==> config.mk <==
export PLATFORM = sky130hd
export DESIGN_NAME = mem_req_gen
export DESIGN_NICKNAME = d
export VERILOG_FILES = /design/src/rtl/mem_proto_pkg.sv /design/src/rtl/mem_req_chan.sv /design/src/rtl/saturating_counter.sv /design/src/rtl/mem_req_gen.sv
export SDC_FILE = /design/constraint.sdc
export NUM_CORES = 1
export LEC_CHECK = 0
export BUFFER_PORTS_ARGS = -buffer_cell sky130_fd_sc_hd__clkbuf_2
export CORE_MARGIN = 2
export CORE_UTILIZATION = 35
export CTS_BUF_LIST = sky130_fd_sc_hd__clkbuf_8 sky130_fd_sc_hd__clkbuf_16
export DETAILED_ROUTE_END_ITERATION = 10
export PLACE_DENSITY = 0.54
export SLEW_MARGIN = 25
export SYNTH_ARGS = -nofsm -noshare
export SYNTH_HDL_FRONTEND = slang
export SYNTH_SLANG_ARGS = --single-unit
==> constraint.sdc <==
create_clock -name clock -period 2.2 [get_ports clock]
set_input_delay 0.44 -clock clock [delete_from_list [all_inputs] [get_ports clock]]
set_output_delay 0.44 -clock clock [all_outputs]
set_load 0.1 [all_outputs]
==> src/rtl/mem_proto_pkg.sv <==
// Shared encodings for the three-channel memory-source protocol:
// channel FSM states, target codes, burst limit and beat widths.
package mem_proto_pkg;

    typedef enum logic [1:0] {
        CH_IDLE  = 2'd0,
        CH_WAIT  = 2'd1,
        CH_DRIVE = 2'd2,
        CH_GAP   = 2'd3
    } chan_state_t;

    localparam logic [1:0] TGT_SDRAM = 2'd0;
    localparam logic [1:0] TGT_FLASH = 2'd1;
    localparam logic [1:0] TGT_ROM   = 2'd2;
    localparam logic [1:0] TGT_ALL   = 2'd3;

    localparam int MAX_LEN_DEF = 5;
    localparam int SDRAM_W     = 2;
    localparam int FLASH_W     = 4;
    localparam int ROM_W       = 1;

    function automatic logic [2:0] clamp_len(input logic [2:0] len, input int max_len);
        return (int'(len) > max_len) ? 3'(max_len) : len;
    endfunction

endpackage

==> src/rtl/mem_req_chan.sv <==
// One channel FSM: waits for start, drives len valid beats, idles for a gap,
// and aborts back to IDLE if start never arrives within the timeout.
module mem_req_chan
    import mem_proto_pkg::*;
#(
    parameter int GAP_CYCLES   = 1,
    parameter int WAIT_TIMEOUT = 15
) (
    input  logic        clock,
    input  logic        reset,
    input  logic        launch,
    input  logic        start,
    input  logic [2:0]  len,
    output chan_state_t state,
    output logic        valid,
    output logic [2:0]  beat,
    output logic        last_gap,
    output logic        timeout
);

    localparam int WW = $clog2(WAIT_TIMEOUT + 1);

    chan_state_t   state_nx;
    logic [2:0]    beat_cnt;
    logic [1:0]    gap_cnt;
    logic [WW-1:0] wait_cnt;

    always_ff @(posedge clock) begin
        if (reset) begin
            state    <= CH_IDLE;
            beat_cnt <= '0;
            gap_cnt  <= '0;
            wait_cnt <= '0;
        end else begin
            state    <= state_nx;
            beat_cnt <= (state == CH_DRIVE) ? beat_cnt + 3'd1 : 3'd0;
            gap_cnt  <= (state == CH_GAP) ? gap_cnt + 2'd1 : 2'd0;
            wait_cnt <= (state == CH_WAIT && !start) ? wait_cnt + WW'(1) : '0;
        end
    end

    always_comb begin
        state_nx = state;
        last_gap = 1'b0;
        timeout  = 1'b0;
        case (state)
            CH_IDLE: begin
                if (launch) state_nx = CH_WAIT;
            end
            CH_WAIT: begin
                if (start) begin
                    state_nx = CH_DRIVE;
                end else if (wait_cnt == WW'(WAIT_TIMEOUT - 1)) begin
                    timeout  = 1'b1;
                    state_nx = CH_IDLE;
                end
            end
            CH_DRIVE: begin
                if (beat_cnt == len - 3'd1) state_nx = CH_GAP;
            end
            CH_GAP: begin
                last_gap = (gap_cnt == 2'(GAP_CYCLES - 1));
                if (last_gap) state_nx = CH_IDLE;
            end
            default: state_nx = CH_IDLE;
        endcase
    end

    assign valid = (state == CH_DRIVE);
    assign beat  = beat_cnt;

endmodule

==> src/rtl/saturating_counter.sv <==
// Up-counter that sticks at its all-ones value until reset.
module saturating_counter #(
    parameter int WIDTH = 1
) (
    input  logic             clock,
    input  logic             reset,
    input  logic             inc,
    output logic [WIDTH-1:0] count
);

    always_ff @(posedge clock) begin
        if (reset) begin
            count <= '0;
        end else if (inc && (count != {WIDTH{1'b1}})) begin
            count <= count + WIDTH'(1);
        end
    end

endmodule

==> src/rtl/mem_req_gen.sv <==
// Command-driven initiator for the sdram/flash/rom memory-source channels,
// with multicast lockstep start and per-channel FSM toggle coverage.
module mem_req_gen
    import mem_proto_pkg::*;
#(
    parameter int MAX_LEN      = MAX_LEN_DEF,
    parameter int GAP_CYCLES   = 1,
    parameter int WAIT_TIMEOUT = 15
) (
    input  logic               clock,
    input  logic               reset,
    input  logic               cmd_valid,
    output logic               cmd_ready,
    input  logic [1:0]         cmd_target,
    input  logic [3:0]         cmd_data,
    input  logic [2:0]         cmd_len,
    input  logic               sdram_ready,
    output logic               sdram_valid,
    output logic [SDRAM_W-1:0] sdram_data_o,
    input  logic               flash_ready,
    output logic               flash_valid,
    output logic [FLASH_W-1:0] flash_data_o,
    input  logic               rom_ready,
    output logic               rom_valid,
    output logic [ROM_W-1:0]   rom_data_o,
    output logic               done,
    output logic               err,
    output logic [11:0]        coverage
);

    // Command handshake: a command moves on an edge where cmd_valid && cmd_ready;
    // cmd_ready holds only while every channel is IDLE and no done/err is owed.

    logic [1:0]  tgt_q;
    logic [3:0]  data_q;
    logic [2:0]  len_q;
    logic        zero_done_q;
    logic        err_q;
    logic        accept;
    logic        all_ready;
    logic [2:0]  len_c;
    logic [2:0]  launch;
    logic [2:0]  start;
    logic [2:0]  valid;
    logic [2:0]  last_gap;
    logic [2:0]  timeout;
    logic [2:0]  chan_beat [3];
    chan_state_t st [3];
    logic [1:0]  rom_idx;
    logic [11:0] ind;
    logic [11:0] ind_q;
    logic [11:0] toggle;

    assign len_c     = clamp_len(cmd_len, MAX_LEN);
    assign cmd_ready = (st[0] == CH_IDLE) && (st[1] == CH_IDLE) && (st[2] == CH_IDLE)
                       && !zero_done_q && !err_q;
    assign accept    = cmd_valid && cmd_ready;
    assign all_ready = sdram_ready && flash_ready && rom_ready;

    always_comb begin
        launch = '0;
        if (accept && (len_c != 3'd0)) begin
            launch[0] = (cmd_target == TGT_SDRAM) || (cmd_target == TGT_ALL);
            launch[1] = (cmd_target == TGT_FLASH) || (cmd_target == TGT_ALL);
            launch[2] = (cmd_target == TGT_ROM)   || (cmd_target == TGT_ALL);
        end
    end

    // A shared start keeps multicast channels cycle-aligned.
    assign start[0] = (tgt_q == TGT_ALL) ? all_ready : sdram_ready;
    assign start[1] = (tgt_q == TGT_ALL) ? all_ready : flash_ready;
    assign start[2] = (tgt_q == TGT_ALL) ? all_ready : rom_ready;

    always_ff @(posedge clock) begin
        if (reset) begin
            tgt_q       <= TGT_SDRAM;
            data_q      <= '0;
            len_q       <= '0;
            zero_done_q <= 1'b0;
            err_q       <= 1'b0;
        end else begin
            zero_done_q <= accept && (len_c == 3'd0);
            err_q       <= |timeout;
            if (accept) begin
                tgt_q  <= cmd_target;
                data_q <= cmd_data;
                len_q  <= len_c;
            end
        end
    end

    for (genvar i = 0; i < 3; i++) begin : g_chan
        mem_req_chan #(
            .GAP_CYCLES   (GAP_CYCLES),
            .WAIT_TIMEOUT (WAIT_TIMEOUT)
        ) u_chan (
            .clock    (clock),
            .reset    (reset),
            .launch   (launch[i]),
            .start    (start[i]),
            .len      (len_q),
            .state    (st[i]),
            .valid    (valid[i]),
            .beat     (chan_beat[i]),
            .last_gap (last_gap[i]),
            .timeout  (timeout[i])
        );
    end

    assign done = zero_done_q || (|last_gap);
    assign err  = err_q;

    assign sdram_valid = valid[0];
    assign flash_valid = valid[1];
    assign rom_valid   = valid[2];

    assign rom_idx = (chan_beat[2] > 3'd3) ? 2'd3 : chan_beat[2][1:0];

    assign sdram_data_o = !valid[0] ? 2'b00 :
                          (chan_beat[0] == 3'd0) ? data_q[1:0] : data_q[3:2];
    assign flash_data_o = valid[1] ? data_q : 4'h0;
    assign rom_data_o   = valid[2] & data_q[rom_idx];

    always_comb begin
        ind = '0;
        for (int c = 0; c < 3; c++) begin
            ind[4*c +: 4] = {st[c] == CH_GAP, st[c] == CH_DRIVE, st[c] == CH_WAIT, st[c] == CH_IDLE};
        end
    end

    // Previous indicators reset to the all-IDLE pattern so reset itself is not a toggle.
    always_ff @(posedge clock) begin
        if (reset) begin
            ind_q <= 12'h111;
        end else begin
            ind_q <= ind;
        end
    end

    assign toggle = ind ^ ind_q;

    for (genvar b = 0; b < 12; b++) begin : g_cov
        saturating_counter #(.WIDTH(1)) u_cov (
            .clock (clock),
            .reset (reset),
            .inc   (toggle[b]),
            .count (coverage[b])
        );
    end

endmodule
==> flow_metrics.env, run 1 <==
export IMPL_grt_setup_unrepaired="yes"
export IMPL_synth_compound_area_share_pct=6.88
export IMPL_antenna_left=0
export IMPL_crit_arrival_ns=1.75
export IMPL_max_freq_mhz=456
export IMPL_final_nets=409
export IMPL_synth_edf_count=0
export IMPL_slew_viol_final=0
export IMPL_cp_required_ns=1.76
export IMPL_ys_async_sr_fraction_pct=0
export IMPL_h_tree_depth=3
export IMPL_syn2layout_area_growth_pct=22.5
export IMPL_final_area_um2=3720
export IMPL_io_pins=40
export IMPL_grt_pass1_vias=2223
export IMPL_peakVddDrop_mv=0.397
export IMPL_grt_pass1_wl_um=10700
export IMPL_syn_area_per_cell_um2=9.07
export IMPL_synth_area_leaders="dfxtp_1 (45%), ha_1 (7.4%), nor2_1 (7.4%)"
export IMPL_fin_setup_tns_ns=0
export IMPL_period_minus_slack_ns=2.19
export IMPL_drive_above_1_share_pct=26.0
export IMPL_setup_viol=0
export IMPL_gr_usage_met2_pct=22.0
export IMPL_diodes=0
export IMPL_wirelength_um=6130
export IMPL_synth_top_family_by_area="simple AND/OR/NAND/NOR gates"
export IMPL_die_area_um2=9440
export IMPL_tightest_slew_ns=0.556
export IMPL_route_detailed_drc=0
export IMPL_ys_ff_latch=68
export IMPL_antenna_found_initial=0
export IMPL_grt_max_degree=36
export IMPL_gr_total_overflow=0
export IMPL_via_count=2223
export IMPL_cts_tree="yes"
export IMPL_fp_row_count=33
export IMPL_clk_pin_slew_ns=0.07
export IMPL_met1_usage_pct=18.2
export IMPL_yosys_warnings=0
export IMPL_die_h_um=97.2
export IMPL_synth_commonest_cells="dfxtp_1 (68), nor2_1 (60), inv_1 (21)"
export IMPL_final_core_util_pct=44.8
export IMPL_hold_violations=0
export IMPL_critPathMaxFanout=2
export IMPL_worstSetupStartpointType="register"
export IMPL_yosysMostFrequentCell="dfxtp_1"
export IMPL_worstSetupEndpointType="output port"
export IMPL_placed_cell_area_um2=3430
export IMPL_fin_crit_sh_pct=99.8
export IMPL_yosysSeqAreaShare_pct=44.8
export IMPL_cts_buffer_depth=2
export IMPL_p_per_area_nw_per_um2=903
export IMPL_numClockSinks=68
export IMPL_yosysTopAreaCell="dfxtp_1"
export IMPL_clk_latency_ns=0.34
export IMPL_ys_dominant_reg_cell="dfxtp_1"
export IMPL_met3_usage_pct=4.17
export IMPL_drt_iter0_drc=69
export IMPL_cts_buffers=9
export IMPL_status="completed"
export IMPL_place_hpwl_um=4490
export IMPL_place_congestion=0.748
export IMPL_path_class="reg -> out"
export IMPL_holdCritPathClass="in -> reg"
export IMPL_p_leak_nw=1.60
export IMPL_netlist_area_um2=3040
export IMPL_clockRootBuffer="clkbuf_8"
export IMPL_fp_dieW_um=97.2
export IMPL_syn_nets=368
export IMPL_synth_simple_gate_area_share_pct=21.5
export IMPL_wl_per_cell_um=12.6
export IMPL_core_area_um2=8300
export IMPL_synth_top_cell_area_share_pct=44.8
export IMPL_synth_adder_area_share_pct=7.41
export IMPL_syn_inst=335
export IMPL_grt_total_usage_pct=14.0
export IMPL_start_util_pct=36.6
export IMPL_maxCapViolCount=0
export IMPL_drt_pass1_iterations=4
export IMPL_grt_busiest_layer="met2"
export IMPL_synthMuxAreaShare_pct=3.29
export IMPL_io_buffer_count=39
export IMPL_synth_distinct_cells=43
export IMPL_total_power_mw=3.36
export IMPL_synth_xor_area_share_pct=8.65
export IMPL_vias_per_cell=4.57
export IMPL_clock_skew_final_ns=0.00738
export IMPL_slew_headroom_pct=63.1
per-layer routing:
layer / wire length (um) / part of all wire (%)
met1: 3010 / 49
met2: 2830 / 46
met3: 198 / 3.2
met4: 95 / 1.5
met5: 0 / 0
sequential cells by signal, indices dropped and copies added (netlist names), named ones only:
signal	cells
g_chan.u_chan.gap_cnt	6
g_chan.u_chan.wait_cnt	12
data_q	4
g_chan.u_chan.beat	9
ind_q	12
err	1
zero_done_q	1
tgt_q	2
g_cov.u_cov.count	12
len_q	3
g_chan.u_chan.state	3
stage by stage:
| stage | instances | worst slack [ns] | hold slack (ns) |
|---|---|---|---|
| CTS | 486 | -0.00445 | 0.329 |
| global route | 486 | -0.0573 | 0.331 |
| floorplan | 335 | -0.292 | 0.397 |
| finish | 486 | 0.00548 | 0.335 |
| global placement | 468 | 0.230 | 0.405 |
| detailed placement | 468 | 0.184 | 0.406 |
report_power, final:
group	total (mW)	switching (mW)	internal, mW
clock	1.19	0.466	0.727
combinational	0.817	0.561	0.255
sequential	1.35	0.0460	1.30
total	3.36	1.07	2.29
cells by family (layout without fill, tap and decap cells):
| family | count (synthesis) | after routing |
|---|---|---|
| AND/OR/NAND/NOR | 134 | 134 |
| flip-flops | 68 | 68 |
| buffers and inverters | 46 | 92 |
| XOR/XNOR | 30 | 30 |
| AO/OA/AOI/OAI | 29 | 29 |
| adder cells (fa/ha/maj) | 18 | 18 |
| multiplexers | 10 | 10 |
worst max-delay path: stages (launching register included):
cell and delay [ns]:
dfxtp_4 0.36, ha_4 0.16, ha_4 0.15, mux2i_1 0.12
o32a_1 0.17, o221ai_2 0.11, a21oi_4 0.15, buf_12 0.19
final cells by class:
class / count / area [um2]
Clock buffer: 12 / 165
Clock inverter: 4 / 70.1
Fill cell: 818 / 4580
Inverter: 21 / 82.6
Multi-Input combinational cell: 221 / 1540
Sequential cell: 68 / 1380
Tap cell: 105 / 131
Timing Repair Buffer: 55 / 355
placed cells by master (no fill, tap or decap), types with 2 or more instances in the layout:
cell       Yosys  final
dfxtp_4        0      3
xor2_1        13     13
a21oi_1        3      2
ha_4           0      3
mux2i_1       10     10
or3_1          3      3
nand2b_1       8      8
or2_2          2      2
o21ai_0        4      4
o21a_1         3      3
and2_2         0      4
a31oi_1        3      3
bufinv_16      0      2
inv_1         21     17
dfxtp_2        0      3
a211oi_1       4      4
clkinv_2       0      2
o311a_1        3      3
nand2_1       12     11
nor2_1        60     60
clkbuf_8       0     12
ha_1          18     15
buf_2          1      3
o211ai_1       2      2
nor3_1        11     11
nor2b_1        5      4
and3_1         3      3
xnor2_1       17     17
nand3_1        7      7
buf_12         0      2
buf_4         12     19
dfxtp_1       68     62
clkbuf_2       0     30
and2_1        13      9
a22oi_1        2      2
inv_2          0      3
path summary, 6_finish.rpt:
check                                            startpoint                          end  slack (ns)  cells after the start
worst max-delay path               g_chan[2].u_chan.beat[1]                   rom_data_o       0.005                      7
worst max register to register                     register                     len_q[0]        0.24                      5
worst min register to register  g_chan[2].u_chan.gap_cnt[0]  g_chan[2].u_chan.gap_cnt[0]        0.42                      1
worst min-delay path                            cmd_data[2]                    data_q[2]        0.34                      3
timing repair:
action	in CTS	in global routing
buffers inserted	2	0
endpoints found under the setup margin	2	5
hold buffers	0	0
gates resized for setup	9	6
pin swaps	4	0
(Power assumes the default switching activity.)
==> inputs of run 2 (changes only) <==
--- a/config.mk
+++ b/config.mk
@@ -14,4 +14,5 @@
 export SLEW_MARGIN = 25
 export SYNTH_ARGS = -nofsm -noshare
 export SYNTH_HDL_FRONTEND = slang
+export SYNTH_HIERARCHICAL = 1
 export SYNTH_SLANG_ARGS = --single-unit
==> constraint.sdc (replaced) <==
create_clock -name clock -period 2.7 [get_ports clock]
set_input_delay 0.54 -clock clock [delete_from_list [all_inputs] [get_ports clock]]
set_output_delay 0.54 -clock clock [all_outputs]
set_load 0.1 [all_outputs]
==> run 2 against run 1 <==
First-iteration DRC count fell by 7.2%; clock skew down 0.0025 ns; synthesized cell count fell by 2.1%; area after synthesis rose by 4.5%; final cell count increased by 1.0%; sequential share of layout area shrank 0.62 points; clock power decreased by 29%; global-route usage fell by 0.45 points; combinational power down 18%; utilization down 2.1 points; design area rose by 0.61%; via count is 9.1% higher; highest routed layer unchanged.
==> flow_metrics.env, run 2 <==
export IMPL_stdcell_count=491
export IMPL_hold_violations=0
export IMPL_clockRootBuffer="clkbuf_8"
export IMPL_ys_dominant_reg_cell="dfxtp_1"
export IMPL_dpl_cell_count=475
export IMPL_fp_dieW_um=99.2
export IMPL_drt_iter0_drc=64
export IMPL_final_cell_mix="dfxtp_1 (68), nor2_1 (40), clkbuf_2 (38)"
export IMPL_final_nets=411
export IMPL_yosysTopAreaCell="dfxtp_1"
export IMPL_clk_pin_slew_ns=0.07
export IMPL_fp_row_count=34
export IMPL_yosysMostFrequentCell="dfxtp_1"
export IMPL_netlist_area_um2=3170
export IMPL_slew_headroom_pct=62.4
export IMPL_die_area_um2=9850
export IMPL_peakVddDrop_mv=0.230
export IMPL_worstSetupEndpointType="output port"
export IMPL_yosys_warnings=6
export IMPL_clock_skew_final_ns=0.00486
export IMPL_route_detailed_drc=0
export IMPL_cts_buffers=9
export IMPL_clk_latency_ns=0.34
export IMPL_wl_per_cell_um=12.6
export IMPL_diodes=0
export IMPL_synth_area_leaders="dfxtp_1 (43%), ha_1 (7.1%), nor2_1 (4.8%)"
export IMPL_vias_per_cell=4.94
export IMPL_grt_total_usage_pct=13.5
export IMPL_ys_async_sr_fraction_pct=0
export IMPL_synth_commonest_cells="dfxtp_1 (68), nor2_1 (41), inv_1 (23)"
export IMPL_tightest_slew_ns=0.563
export IMPL_synth_distinct_cells=39
export IMPL_setup_viol=0
export IMPL_drt_pass1_iterations=4
export IMPL_layout_commonest_cell="dfxtp_1"
export IMPL_via_count=2425
export IMPL_p_per_area_nw_per_um2=708
export IMPL_ys_ff_latch=68
export IMPL_io_pins=40
export IMPL_grt_pass1_wl_um=10700
export IMPL_holdCritPathClass="reg -> reg"
export IMPL_fin_setup_tns_ns=0
export IMPL_cts_repair_timing_setup_buffer_count=0
export IMPL_grt_max_degree=22
export IMPL_critPathMaxFanout=3
export IMPL_fin_crit_sh_pct=95.4
export IMPL_crit_arrival_ns=2.04
export IMPL_cts_resized=0
export IMPL_fillers=881
export IMPL_wirelength_um=6170
export IMPL_period_minus_slack_ns=2.58
export IMPL_place_hpwl_um=4520
export IMPL_slowest_stage="or4_1"
export IMPL_syn2layout_area_growth_pct=17.9
export IMPL_yosysSeqAreaShare_pct=42.9
export IMPL_grt_pass1_vias=2387
export IMPL_gr_total_overflow=0
export IMPL_cp_num_buf_inv=2
export IMPL_antenna_left=0
export IMPL_syn_inst=328
export IMPL_maxCapViolCount=0
export IMPL_io_buffer_count=39
export IMPL_start_util_pct=36.2
export IMPL_grt_setup_unrepaired="no"
export IMPL_slew_viol_final=0
export IMPL_synth_top_cell_area_share_pct=42.9
export IMPL_syn_nets=361
export IMPL_worstSetupStartpointType="register"
export IMPL_cts_buffer_depth=2
export IMPL_core_area_um2=8760
export IMPL_place_congestion=0.757
export IMPL_crit_path_cell_trace="inv_1 -> ha_1 -> and3_1 -> or4_1 -> clkbuf_2"
export IMPL_cts_tree="yes"
export IMPL_die_h_um=99.2
export IMPL_cp_required_ns=2.16
export IMPL_critical_path_max_stage_delay_ns=0.53
export IMPL_path_class="reg -> out"
export IMPL_p_leak_nw=1.67
export IMPL_numClockSinks=68
export IMPL_drive_above_1_share_pct=20.4
export IMPL_total_power_mw=2.65
export IMPL_critPathTopFamily="simple AND/OR/NAND/NOR gates"
export IMPL_cts_hold_buf=0
export IMPL_max_freq_mhz=388
export IMPL_h_tree_depth=3
export IMPL_status="completed"
export IMPL_largestRegisters="g_chan.u_chan/wait_cnt (12), g_cov.u_cov/count (12), ind_q (12)"
export IMPL_syn_area_per_cell_um2=9.68
export IMPL_synth_edf_count=0
export IMPL_final_core_util_pct=42.7
export IMPL_antenna_found_initial=0
[run 2: changes by cell type after synthesis, moves of 6 or more]
cell	change
and2_1	-9
o21ba_1	+12
clkbuf_1	-6
mux2i_1	-6
nor2_1	-19
a21oi_1	+13
buf_4	-12
nand4_1	+10
o31ai_1	+8
[run 2: worst paths after layout]
path	from	endpoint	slack [ns]	depth (start not counted)
setup reg to reg	register	g_chan[2].u_chan/state[0]	0.77	6
setup / recovery	g_chan[1].u_chan/gap_cnt[0]	done	0.12	5
hold reg to reg	g_chan[2].u_chan/gap_cnt[0]	g_chan[2].u_chan/gap_cnt[0]	0.42	1
hold / removal	g_chan[2].u_chan/gap_cnt[0]	g_chan[2].u_chan/gap_cnt[0]	0.42	1
[run 2: logic make-up after synthesis]
| logic type | Yosys count | share of synthesized area (%) |
|---|---|---|
| DFF | 68 | 42.9 |
| AOI/OAI and AO/OA | 51 | 11.8 |
| buffers and inverters | 32 | 4.77 |
| xor gates and xnor gates | 30 | 9.58 |
| adders and majority gates | 18 | 7.10 |
| muxes | 4 | 1.26 |
| and+or+nand+nor | 125 | 22.6 |
[run 2: per-layer routing]
metal  up-vias  wire, um  track usage (%)
met5         -         0                0
met4         0        97             5.06
met3         9       190             3.58
met2        30      2940             22.3
met1      1156      2940             16.9
li1       1230         -                -
[run 2: final cells by class]
cell class                      instances  area [um2]  share of cell area (%)
Clock inverter                          5        51.3                    1.37
Inverter                               24        90.1                    2.41
Clock buffer                           11         151                    4.04
Tap cell                              108         135                    3.61
Sequential cell                        68        1360                    36.4
Timing Repair Buffer                   47         258                    6.89
Multi-Input combinational cell        228        1700                    45.3
[run 2: metrics by stage]
step | setup slack (ns) | hold slack [ns] | cell area, um2
finish | 0.124 | 0.416 | 3740
global route | 0.0158 | 0.439 | 3740
CTS | 0.0853 | 0.422 | 3740
detailed placement | 0.469 | 0.412 | 3540
global placement | 0.490 | 0.406 | 3540
floorplan | 0.00818 | 0.398 | 3210
[run 2: power breakdown]
part	internal, mW	leakage, nW	switching, mW
clock network	0.470	0.107	0.374
logic	0.215	1.01	0.456
registers	1.07	0.552	0.0695
total	1.75	1.67	0.900
